## config.mk

```make
export PLATFORM = sky130hd
export DESIGN_NAME = alu_nbit_seq
export DESIGN_NICKNAME = d
export VERILOG_FILES = /design/src/rtl/alu_nbit_seq.sv
export SDC_FILE = /design/constraint.sdc
export NUM_CORES = 1
export LEC_CHECK = 0
export BUFFER_PORTS_ARGS = -buffer_cell sky130_fd_sc_hd__buf_2
export CAP_MARGIN = 20
export CORE_AREA = 2 2 53 55
export CTS_BUF_LIST = sky130_fd_sc_hd__clkbuf_4 sky130_fd_sc_hd__clkbuf_8 sky130_fd_sc_hd__clkbuf_16
export CTS_CLUSTER_DIAMETER = 80
export CTS_CLUSTER_SIZE = 25
export DETAILED_ROUTE_END_ITERATION = 6
export DIE_AREA = 0 0 55 57
export PLACE_DENSITY = 0.65
export SLEW_MARGIN = 30
export SYNTH_ARGS = -nofsm -noshare
export SYNTH_HDL_FRONTEND = slang
export SYNTH_SLANG_ARGS = --single-unit
export TNS_END_PERCENT = 10
```

## constraint.sdc

```tcl
create_clock -name clk -period 2.65 [get_ports clk]
set_clock_uncertainty 0.2 [all_clocks]
set_input_delay 0.1325 -clock clk [delete_from_list [all_inputs] [get_ports clk]]
set_output_delay 0.1325 -clock clk [all_outputs]
set_load 0.005 [all_outputs]
```

## src/rtl/alu_nbit_seq.sv

```systemverilog
// alu_nbit_seq: registered WIDTH-bit signed ALU with a start/busy/done handshake.
// Ops: AND, OR, XOR, ADD, SUB, SLT complete in one cycle; MUL is a WIDTH-step shift-add.
// Build option: define ALU_MUL_EN to include the multiplier; without it, op 110 reports err.
module alu_nbit_seq #(
  parameter int unsigned WIDTH = 4
) (
  input  logic             clk,
  input  logic             rst_n,
  input  logic             start,
  input  logic [2:0]       op,
  input  logic [WIDTH-1:0] in1,
  input  logic [WIDTH-1:0] in2,
  output logic [WIDTH-1:0] result,
  output logic             busy,
  output logic             done,
  output logic             zero,
  output logic             neg,
  output logic             carry,
  output logic             ovf,
  output logic             err
);

  localparam int unsigned SUM_W = WIDTH + 1;
  localparam logic [2:0] OP_AND = 3'b000;
  localparam logic [2:0] OP_OR  = 3'b001;
  localparam logic [2:0] OP_XOR = 3'b010;
  localparam logic [2:0] OP_ADD = 3'b011;
  localparam logic [2:0] OP_SUB = 3'b100;
  localparam logic [2:0] OP_SLT = 3'b101;
`ifdef ALU_MUL_EN
  localparam logic [2:0] OP_MUL = 3'b110;
  localparam int unsigned CNT_W = (WIDTH > 1) ? $clog2(WIDTH) : 1;
`endif

  logic [WIDTH-1:0] result_q;
  logic             done_q, zero_q, neg_q, carry_q, ovf_q, err_q;

  logic [WIDTH-1:0] opb_c;
  logic             cin_c;
  logic [SUM_W-1:0] sum_c;
  logic [WIDTH-1:0] res_c;
  logic             carry_c, ovf_c, err_c;

  // Single-cycle datapath: ADD/SUB share one adder via optional inversion of in2
  always_comb begin
    opb_c   = in2;
    cin_c   = 1'b0;
    if (op == OP_SUB) begin
      opb_c = ~in2;
      cin_c = 1'b1;
    end
    sum_c   = {1'b0, in1} + {1'b0, opb_c} + SUM_W'(cin_c);
    res_c   = '0;
    carry_c = 1'b0;
    ovf_c   = 1'b0;
    err_c   = 1'b0;
    case (op)
      OP_AND: res_c = in1 & in2;
      OP_OR:  res_c = in1 | in2;
      OP_XOR: res_c = in1 ^ in2;
      OP_ADD, OP_SUB: begin
        res_c   = sum_c[WIDTH-1:0];
        carry_c = sum_c[WIDTH];
        ovf_c   = (in1[WIDTH-1] == opb_c[WIDTH-1]) && (sum_c[WIDTH-1] != in1[WIDTH-1]);
      end
      OP_SLT: res_c = WIDTH'($signed(in1) < $signed(in2));
      default: err_c = 1'b1;
    endcase
  end

`ifdef ALU_MUL_EN
  typedef enum logic {S_IDLE, S_MUL} state_t;

  state_t           state_q;
  logic             busy_q;
  logic [CNT_W-1:0] cnt_q;
  logic [WIDTH-1:0] acc_q, mcand_q, mplier_q;
  logic [WIDTH-1:0] acc_d;

  // One shift-add step: accumulate the shifted multiplicand when the multiplier LSB is set
  always_comb begin
    acc_d = acc_q + (mplier_q[0] ? mcand_q : '0);
  end

  // Control FSM and registered outputs
  always_ff @(posedge clk or negedge rst_n) begin
    if (!rst_n) begin
      state_q  <= S_IDLE;
      busy_q   <= 1'b0;
      cnt_q    <= '0;
      acc_q    <= '0;
      mcand_q  <= '0;
      mplier_q <= '0;
      result_q <= '0;
      done_q   <= 1'b0;
      zero_q   <= 1'b0;
      neg_q    <= 1'b0;
      carry_q  <= 1'b0;
      ovf_q    <= 1'b0;
      err_q    <= 1'b0;
    end else begin
      done_q <= 1'b0;
      case (state_q)
        S_IDLE: begin
          if (start && (op == OP_MUL)) begin
            state_q  <= S_MUL;
            busy_q   <= 1'b1;
            cnt_q    <= '0;
            acc_q    <= '0;
            mcand_q  <= in1;
            mplier_q <= in2;
          end else if (start) begin
            result_q <= res_c;
            zero_q   <= (res_c == '0);
            neg_q    <= res_c[WIDTH-1];
            carry_q  <= carry_c;
            ovf_q    <= ovf_c;
            err_q    <= err_c;
            done_q   <= 1'b1;
          end
        end
        S_MUL: begin
          acc_q    <= acc_d;
          mcand_q  <= mcand_q << 1;
          mplier_q <= mplier_q >> 1;
          cnt_q    <= cnt_q + CNT_W'(1);
          if (cnt_q == CNT_W'(WIDTH - 1)) begin
            result_q <= acc_d;
            zero_q   <= (acc_d == '0);
            neg_q    <= acc_d[WIDTH-1];
            carry_q  <= 1'b0;
            ovf_q    <= 1'b0;
            err_q    <= 1'b0;
            done_q   <= 1'b1;
            busy_q   <= 1'b0;
            state_q  <= S_IDLE;
          end
        end
        default: state_q <= S_IDLE;
      endcase
    end
  end

  assign busy = busy_q;
`else
  // Registered outputs; every accepted request completes in one cycle
  always_ff @(posedge clk or negedge rst_n) begin
    if (!rst_n) begin
      result_q <= '0;
      done_q   <= 1'b0;
      zero_q   <= 1'b0;
      neg_q    <= 1'b0;
      carry_q  <= 1'b0;
      ovf_q    <= 1'b0;
      err_q    <= 1'b0;
    end else begin
      done_q <= 1'b0;
      if (start) begin
        result_q <= res_c;
        zero_q   <= (res_c == '0);
        neg_q    <= res_c[WIDTH-1];
        carry_q  <= carry_c;
        ovf_q    <= ovf_c;
        err_q    <= err_c;
        done_q   <= 1'b1;
      end
    end
  end

  assign busy = 1'b0;
`endif

  assign result = result_q;
  assign done   = done_q;
  assign zero   = zero_q;
  assign neg    = neg_q;
  assign carry  = carry_q;
  assign ovf    = ovf_q;
  assign err    = err_q;

endmodule

```

==> flow_metrics.env <==
export IMPL_cts_sinks=9
export IMPL_holdCritStartpoint="op[2]"
export IMPL_synthToLayoutAreaGrowth_pct=19.8
export IMPL_nFillCells=281
export IMPL_synth_top_cell_area_share=0.242
export IMPL_ys_seq_area_frac=0.242
export IMPL_ff2ff_path_depth=1
export IMPL_status="finished clean"
export IMPL_core_area_mm2=0.00262
export IMPL_multi_input_area_um2=622
export IMPL_synthDistinctLibCells=36
export IMPL_timing_setup_critical_path_class="in -> reg"
export IMPL_r2r_start="result[3]"
export IMPL_setup_violations=0
export IMPL_hold_class="in -> reg"
export IMPL_die_h_um=57
export IMPL_synth_area_leaders="dfrtp_1 24%, ha_1 22%, xnor2_1 5.6%"
export IMPL_routed_wirelength_um=1900
export IMPL_arrival_ps=2220
export IMPL_drt_initial_drc_count=13
export IMPL_cp_end_kind="flip-flop"
export IMPL_grt_pass1_vias=751
export IMPL_yosysTopAreaCell="dfrtp_1"
export IMPL_post_place_ws_ps=110
export IMPL_critical_path_max_fanout=8
export IMPL_grt_ovfl_total=0
export IMPL_syn_area_um2=931
export IMPL_num_antenna_cells=0
export IMPL_period_needed_ps=2260
export IMPL_fin_cells=157
export IMPL_ir_drop_mv=0.199
export IMPL_placed_cell_area_mm2=0.00106
export IMPL_yosys_top_cells_count="16 x ha_1, 13 x inv_1, 9 x dfrtp_1, 7 x nor2_1"
export IMPL_postCtsSetupRepairBufs=0
export IMPL_grtUsageTotal=0.130
export IMPL_synth_edff_count=0
export IMPL_final_area_mm2=0.00111
export IMPL_required_ps=2610
export IMPL_whs_path_depth=3
export IMPL_die_x_um=55
export IMPL_drv_slew=0
export IMPL_yosysMostFrequentCell="ha_1"
export IMPL_setup_tns_ps=0
export IMPL_grt_pass1_wl_um=3080
export IMPL_startpoint_type="input port"
export IMPL_synth_top_flop_cell="dfrtp_1"
export IMPL_max_freq_mhz=442
export IMPL_root_buffer="clkbuf_4"
export IMPL_power_density_mw_per_mm2=396
export IMPL_hpwl_um=1590
export IMPL_ys_warnings_count=0
export IMPL_gp_congestion=0.942
export IMPL_cts_tree="built"
export IMPL_die_area_mm2=0.00314
export IMPL_p_leak_nw=0.582
export IMPL_routed_via_count=790
export IMPL_routedWlPerCell_um=12.1
export IMPL_nets=158
export IMPL_drcViolationCount=0
export IMPL_cap_violations=0
export IMPL_port_buffers=23
export IMPL_place_inst=151
export IMPL_rsz0062_at_grt="false"
export IMPL_cts_buffers=3
export IMPL_clk_pin_slew_ps=60
export IMPL_fin_ws_ps=387
export IMPL_grt_antenna_before_repair=0
export IMPL_firstDrtPassIters=4
export IMPL_ys_ff_latch=9
export IMPL_clkLatencyLatePin_ps=250
export IMPL_grt_max_degree=16
export IMPL_synthArstFlopShare=1.00
export IMPL_vias_per_cell=5.03
export IMPL_drive_above_1_share=0.286
export IMPL_start_util=0.356
export IMPL_cts_buffer_depth=2
export IMPL_critPathLaunch="op[1]"
export IMPL_htree_levels=1
export IMPL_syn_nets=131
export IMPL_io_pin_count=25
export IMPL_rows=19
export IMPL_hold_viol_final=0
export IMPL_holdWs_ps=20.2
export IMPL_fin_crit_sh=0.854
export IMPL_netlist_instances=100
export IMPL_synth_area_per_cell_um2=9.31
export IMPL_ant_nets=0
export IMPL_ff_latch_area_um2=225
[state kept, by name, indices dropped and copies added (netlist names)]
signal  cells
err         1
carry       1
result      4
zero        1
done        1
ovf         1
[where the power goes]
part           internal [W]  switching, W
Combinational     0.0000789     0.0000864
Sequential         0.000153    0.00000808
Clock             0.0000682     0.0000468
[final cells by class]
class	instances	area share
multi-input combinational	73	0.558
sequential	9	0.202
timing repair buffer	27	0.135
inverter	13	0.0438
tap	31	0.0348
clock buffer	4	0.0269
[worst paths after layout]
path,end,slack (ps)
worst max-delay path,zero,390
worst min-delay path,err,20
worst max register to register,result[3],1700
worst min register to register,result[0],270
max in group asynchronous,result[3],2020
min in group asynchronous,carry,50
[layer usage]
layer  up-vias  global-route usage  share of wire
met2        13               0.209           0.49
met4         0              0.0557          0.020
met1       374               0.173           0.46
met3         4              0.0131          0.027
li1        399                   -              -
met5         -                   0              0
[what timing repair did]
item                      4_1_cts  5_1_grt
hold endpoints to repair       10        0
hold buffers                    2        0
resized for setup               0        0
[logic make-up (layout without fill, tap and decap cells)]
group,Yosys count,count (layout),synth area share
buffers and inverters,18,44,0.0900
AND/OR/NAND/NOR,22,22,0.138
flip-flops,9,9,0.242
AO/OA/AOI/OAI,24,24,0.198
other,1,1,0.00403
XOR/XNOR,6,6,0.0565
adder cells (fa/ha/maj),17,17,0.237
multiplexers,3,3,0.0349
[stage by stage]
stage               utilization  total power [W]
floorplan                     -         0.000272
global placement          0.407         0.000324
detailed placement        0.407         0.000328
CTS                       0.426         0.000449
global route              0.426         0.000472
finish                    0.426         0.000442
[layout by cell type (no fill, tap or decap), drive strengths merged, types with 2 or more instances in the layout]
cell / n
buf: 25
ha: 16
inv: 13
dfrtp: 9
nor2: 7
xnor2: 6
a21oi: 6
clkbuf: 4
nand2: 3
a21o: 3
o21ai: 3
nand4: 2
nor3: 2
mux2: 2
o211ai: 2
o21a: 2
nand3b: 2
o2111ai: 2
dlygate4sd3: 2
and3b: 2
[critical path, cell delays in order]
cell	delay, ps
buf_2	150
nor3b_2	360
xnor2_1	190
inv_1	80
fa_1	430
xnor2_1	140
a221oi_1	350
o2111ai_1	160
o32ai_1	230
No activity file was read; power rests on OpenSTA's default activity.
